`config.mk`:
```
export PLATFORM = sky130hd
export DESIGN_NAME = serial_link_arbiter
export DESIGN_NICKNAME = d
export VERILOG_FILES = /design/src/rtl/serial_link_arbiter_pkg.sv /design/src/rtl/serial_link_arbiter_rr_arbiter.sv /design/src/rtl/serial_link_arbiter.sv
export SDC_FILE = /design/constraint.sdc
export NUM_CORES = 1
export LEC_CHECK = 0
export BUFFER_PORTS_ARGS = -buffer_cell sky130_fd_sc_hd__buf_4
export CAP_MARGIN = 5
export CORE_ASPECT_RATIO = 0.6
export CORE_MARGIN = 5
export CORE_UTILIZATION = 44
export DETAILED_ROUTE_END_ITERATION = 10
export GPL_ROUTABILITY_DRIVEN = 0
export PLACE_DENSITY = 0.78
export REMOVE_ABC_BUFFERS = 1
export SYNTH_ARGS = -nofsm -noshare
export SYNTH_HDL_FRONTEND = slang
export SYNTH_HIERARCHICAL = 1
export SYNTH_SLANG_ARGS = --single-unit
```
`constraint.sdc`:
```
create_clock -name clk -period 3.8 [get_ports clk]
set_clock_uncertainty 0.2 [all_clocks]
set_input_delay 0 -clock clk [delete_from_list [all_inputs] [get_ports clk]]
set_output_delay 0 -clock clk [all_outputs]
set_load 0.1 [all_outputs]
```
`src/rtl/serial_link_arbiter_pkg.sv`:
```
// Shared types and sizing for the serial link arbiter.
// Latency: n/a (types, constants and a sizing helper only).
// Backpressure: n/a.
package serial_link_arbiter_pkg;

  // Item field widths; the default item is a full header + payload + address.
  localparam int HDR_SZ      = 8;
  localparam int PL_SZ       = 32;
  localparam int ADDR_SZ     = 8;
  localparam int ITEM_W_DFLT = HDR_SZ + PL_SZ + ADDR_SZ;

  // Frame sequencer states.
  typedef enum logic [1:0] {
    IDLE = 2'd0,  // line low, waiting for a request and a free receiver
    SEND = 2'd1,  // shifting data bits, then the guard bit
    HOLD = 2'd2   // one quiet cycle so the receiver's busy can settle
  } link_state_t;

  // Bit counter width able to hold the value w (the guard-bit index).
  function automatic int cnt_width(input int w);
    return (w < 1) ? 1 : $clog2(w + 1);
  endfunction

endpackage

```
`src/rtl/serial_link_arbiter_rr_arbiter.sv`:
```
// Round-robin pick among requesters, starting just after the last grant.
// Latency: purely combinational.
// Backpressure: none; the parent decides when the pick is used.
//
// Ports:
//   req        in   N_REQ  pending requests
//   last_grant in   IDX_W  index granted most recently (search starts at +1)
//   grant      out  N_REQ  one-hot winner (all zero when nothing is pending)
//   grant_idx  out  IDX_W  binary index of the winner
//   grant_vld  out  1      a winner exists
module serial_link_arbiter_rr_arbiter
  import serial_link_arbiter_pkg::*;
#(
  parameter int N_REQ = 4,
  parameter int IDX_W = 2
) (
  input  logic [N_REQ-1:0] req,
  input  logic [IDX_W-1:0] last_grant,
  output logic [N_REQ-1:0] grant,
  output logic [IDX_W-1:0] grant_idx,
  output logic             grant_vld
);

  logic [IDX_W-1:0] cand;

  // Walk k = 1..N_REQ past the last grant so the last winner is checked last.
  always_comb begin
    grant     = '0;
    grant_idx = last_grant;
    grant_vld = 1'b0;
    cand      = '0;
    for (int k = 1; k <= N_REQ; k++) begin
      cand = IDX_W'((int'(last_grant) + k) % N_REQ);
      if (!grant_vld && req[cand]) begin
        grant[cand] = 1'b1;
        grant_idx   = cand;
        grant_vld   = 1'b1;
      end
    end
  end

endmodule

```
`src/rtl/serial_link_arbiter.sv`:
```
// Shares one serial line among N_REQ requesters; frames = start 1, data LSB first, guard 0.
// Latency: req sampled at edge E0 -> start bit and ack pulse in the cycle after E0; frame ITEM_W+2 cycles, plus 1 quiet cycle.
// Backpressure: no launch while channel_busy is high in IDLE; requesters hold req/item until their one-cycle ack.
//
// Ports:
//   clk, reset    clock; synchronous active-high reset
//   req, items    per-requester valid and item (item i at [i*ITEM_W +: ITEM_W])
//   ack           one-cycle pulse to the requester whose item was latched
//   channel_busy  receiver busy; blocks new frames only
//   serial_out    registered serial line, low when idle
//   busy          high while a frame (or its quiet cycle) is in progress
//   grant_id      index of the most recently granted requester
module serial_link_arbiter
  import serial_link_arbiter_pkg::*;
#(
  parameter int N_REQ  = 4,
  parameter int ITEM_W = ITEM_W_DFLT
) (
  input  logic                      clk,
  input  logic                      reset,
  input  logic [N_REQ-1:0]          req,
  input  logic [N_REQ*ITEM_W-1:0]   items,
  output logic [N_REQ-1:0]          ack,
  input  logic                      channel_busy,
  output logic                      serial_out,
  output logic                      busy,
  output logic [$clog2(N_REQ)-1:0]  grant_id
);

  localparam int IDX_W = $clog2(N_REQ);
  localparam int CNT_W = cnt_width(ITEM_W);

  link_state_t       state, state_nxt;
  logic [ITEM_W-1:0] shreg, shreg_nxt;
  logic [CNT_W-1:0]  bitcnt, bitcnt_nxt;
  logic              serial_nxt;
  logic [N_REQ-1:0]  ack_nxt;
  logic [IDX_W-1:0]  grant_nxt;

  logic [N_REQ-1:0]  win_grant;
  logic [IDX_W-1:0]  win_idx;
  logic              win_vld;

  serial_link_arbiter_rr_arbiter #(
    .N_REQ (N_REQ),
    .IDX_W (IDX_W)
  ) u_rr_arbiter (
    .req        (req),
    .last_grant (grant_id),
    .grant      (win_grant),
    .grant_idx  (win_idx),
    .grant_vld  (win_vld)
  );

  assign busy = (state != IDLE);

  always_comb begin
    state_nxt  = state;
    shreg_nxt  = shreg;
    bitcnt_nxt = bitcnt;
    serial_nxt = 1'b0;
    ack_nxt    = '0;
    grant_nxt  = grant_id;
    case (state)
      IDLE: begin
        if (win_vld && !channel_busy) begin
          shreg_nxt  = items[int'(win_idx)*ITEM_W +: ITEM_W];
          serial_nxt = 1'b1;
          ack_nxt    = win_grant;
          grant_nxt  = win_idx;
          bitcnt_nxt = '0;
          state_nxt  = SEND;
        end
      end
      SEND: begin
        if (bitcnt == CNT_W'(ITEM_W)) begin
          // Guard bit: the line drops to 0 and stays there through HOLD.
          serial_nxt = 1'b0;
          bitcnt_nxt = '0;
          state_nxt  = HOLD;
        end else begin
          serial_nxt = shreg[0];
          shreg_nxt  = shreg >> 1;
          bitcnt_nxt = bitcnt + CNT_W'(1);
        end
      end
      HOLD: begin
        state_nxt = IDLE;
      end
      default: begin
        state_nxt = IDLE;
      end
    endcase
  end

  always_ff @(posedge clk) begin
    if (reset) begin
      state      <= IDLE;
      serial_out <= 1'b0;
      ack        <= '0;
      shreg      <= '0;
      bitcnt     <= '0;
      grant_id   <= IDX_W'(N_REQ - 1);  // requester 0 wins first
    end else begin
      state      <= state_nxt;
      serial_out <= serial_nxt;
      ack        <= ack_nxt;
      shreg      <= shreg_nxt;
      bitcnt     <= bitcnt_nxt;
      grant_id   <= grant_nxt;
    end
  end

endmodule

```
==> run metrics <==
status=finished clean; area growth from synthesis to layout=48.09%; number of antenna diodes=0; Comb pwr share=46.3%; Hold Slack=8.103 ps; CTS tree=built; final hold vios=0; P_sw=0.001040 W; number of synthesized flops with an enable pin=0; static leakage=3.097 nW; Via Count=4978; final setup fails=0; sequential fraction of the synthesis area=26.71%; Seq cells post-synth=63; unrepaired setup endpoints after global routing=false; power density cells=425.1 nW/um2; die area=12970 um2; Yosys cell types=53; R2R Path End=shreg[38]; CTS Sinks=63; R2R Path Start=grant_id[0]; DRT Pass-1 Iters=4; Arrival @ worst endpoint=3680 ps; Slew Viols, Final=0; Routed WL=16060 um; H-tree depth=3; root cell of the clock tree=clkbuf_16; Die X=143.7 um; crit path cell chain=mux4_2, a221oi_1, a21oi_1, nor2_4, buf_12, mux2i_1, dlygate4sd3_1, a211o_1, o22ai_1; Max-slew headroom=20.27%; Register-to-Register Path Depth=9; period utilization=95.73%; maxcap violations=0; Sw Share=34.98%; CTS Buffer Depth=2; sink of the worst hold path=shreg[3]; average size of a mapped cell=9.277 um2; GRT overflow=0; Worst Path Max Fanout=33; Post-Synthesis Cells=509; critical path required time=3840 ps; Min-Delay Startpoint=items[147]; Tightest Hold Check Type=in -> reg; wire per inst=18.55 um; worst-skew pair later-pin latency=330 ps; initial antenna violation count=0; I/O pin cnt=207; fmax=274.9 MHz; CTS buffer count=9; layout cells sized above 1=37.55%; WS Path Type=reg -> reg; first-pass GRT wire length=25170 um; CP Capture Type=flip-flop; setup TNS=0 ps; hold depth=4; clk slew on worst S/H paths=60 ps; Syn. warnings=6; Mapped Area=4722 um2; startpoint types=flip-flop; Initial DRC Count=275; Synth async-reset ratio=0%; Die Ht=90.25 um; FF-to-FF setup slack=160 ps; Peak VDD IR=0.2816 mV; vias per inst=5.748; Std-Cell Rows=29; vias in the first global route=5105; largest net degree at the start of global routing=67; Least-Margin Pin Slew=1196 ps; Initial Util=44.88%; minimum clock period=3638 ps; Remaining DRCs=0; GR Util All Layers=23.91%; IO Port Bufs=206; sequential share of power=27.8%; Core ar.=10520 um2; Final HPWL DP=10880 um; nets@finish=931; clock share of power=25.9%; Worst path max stage delay=680 ps; Int Pwr=0.001933 W; slowest CP cell=mux4_2; primary flip-flop cell chosen by synthesis mapping=dfxtp_1; post-route ant nets=0
## per-stage QoR
step | area, um2 | setup WS [ps] | total power, W | utilization [%] | std cells
detailed placement | 6279 | 131.5 | 0.002117 | 59.67 | 809
finish | 6993 | 162.4 | 0.002973 | 66.46 | 866
floorplan | 4432 | -4632 | 0.001737 | - | 454
global placement | 6279 | 266.2 | 0.002076 | 59.67 | 809
global route | 6993 | 5.344 | 0.003126 | 66.46 | 866
CTS | 6947 | 39.50 | 0.002948 | 66.02 | 864
## cells by family after synthesis
family,share of synthesized area [%]
simple gates,19.13
compound gates,23.69
mux,20.93
flops,26.71
buf+inv,6.703
fa+ha+maj,2.650
xor+xnor,0.1855
## area by class of cell
cell class,instances,area [um2]
Sequential cell,63,1262
Tap cell,139,173.9
Inverter,7,26.28
Fill cell,868,3530
Clock buffer,13,260.3
Clock inverter,3,17.52
Multi-Input combinational cell,384,3181
Timing Repair Buffer,257,2072
## Yosys cell counts (2+ instances only)
cell type  count  area share, %
a2111oi_0     27            5.0
a211o_1       30            5.6
a211oi_1      17            2.7
a211oi_2       3           0.79
a21oi_1        6           0.64
a221o_1        4           0.85
a221oi_1       2           0.37
a31oi_1        4           0.53
and2_1         6           0.79
buf_2         13            1.4
buf_4          6           0.95
buf_6          5            1.2
clkbuf_1      28            2.2
clkbuf_4       2           0.32
dfxtp_1       63             27
ha_1          10            2.6
inv_1          7           0.56
mux2i_1       47             10
mux4_2        23             11
nand2_1       13            1.0
nand2b_1      31            4.1
nand3_1        3           0.32
nand3b_1       2           0.32
nor2_1        34            2.7
nor2b_1       35            4.6
nor3_1        25            2.6
o211ai_1       2           0.32
o21ai_0        8           0.85
o22ai_1       27            3.6
or3_1          2           0.26
or3b_2         2           0.37
## timing repair
item | CTS | global route
resized for setup | 0 | 5
setup buffers | 0 | 0
hold buffers | 39 | 1
endpoints found under the setup margin | 0 | 43
hold endpoints to repair | 23 | 1
## power groups by stage
stage / clock network [W] / registers (W) / logic (W)
floorplan: 0 / 0.000869 / 0.000868
global placement: 0 / 0.000834 / 0.00124
detailed placement: 0 / 0.000838 / 0.00128
CTS: 0.000779 / 0.000826 / 0.00134
global route: 0.000807 / 0.000839 / 0.00148
finish: 0.000769 / 0.000828 / 0.00138
## registers in the layout (all words and copies together) (netlist names)
name / count
grant_id: 2
state: 2
shreg: 48
ack: 4
bitcnt: 6
serial_out: 1
## metal layers
| metal | vias up | routed length [um] | part of all wire [%] | track usage, % |
|---|---|---|---|---|
| li1 | 2382 | - | - | - |
| met1 | 2407 | 6800 | 42 | 29.83 |
| met2 | 170 | 8036 | 50 | 40.71 |
| met3 | 19 | 999 | 6.2 | 6.257 |
| met4 | 0 | 227 | 1.4 | 6.661 |
| met5 | - | 0 | 0 | 0 |
## worst max path at each step
| stage | from | endpoint |
|---|---|---|
| after floorplan | grant_id[0] | shreg[13] |
| after global placement | grant_id[1] | shreg[34] |
| after detailed placement | grant_id[1] | shreg[16] |
| after CTS | grant_id[1] | shreg[16] |
| after global routing | grant_id[0] | shreg[25] |
| final | grant_id[0] | shreg[38] |
## placed cells by master (no fill, tap or decap), drive strengths merged, types with 3 or more instances in the layout
master       count
buf            216
dfxtp           63
mux2i           47
dlygate4sd3     40
nor2b           35
nor2            34
nand2b          31
a211o           30
o22ai           27
a2111oi         27
nor3            25
mux4            23
a211oi          21
clkbuf          14
nand2           13
ha              10
o21ai            8
inv              7
and2             6
a21oi            6
a31oi            5
a221o            4
nand3            3
or3b             3
## worst max-delay path: cells and delay by family (launching register included)
kind            cells  cell delay, ps
buf+inv             2             840
simple gates        1             250
compound gates      4             930
mux                 2             800
flops               1             500
No activity file was read; power rests on OpenSTA's default activity.
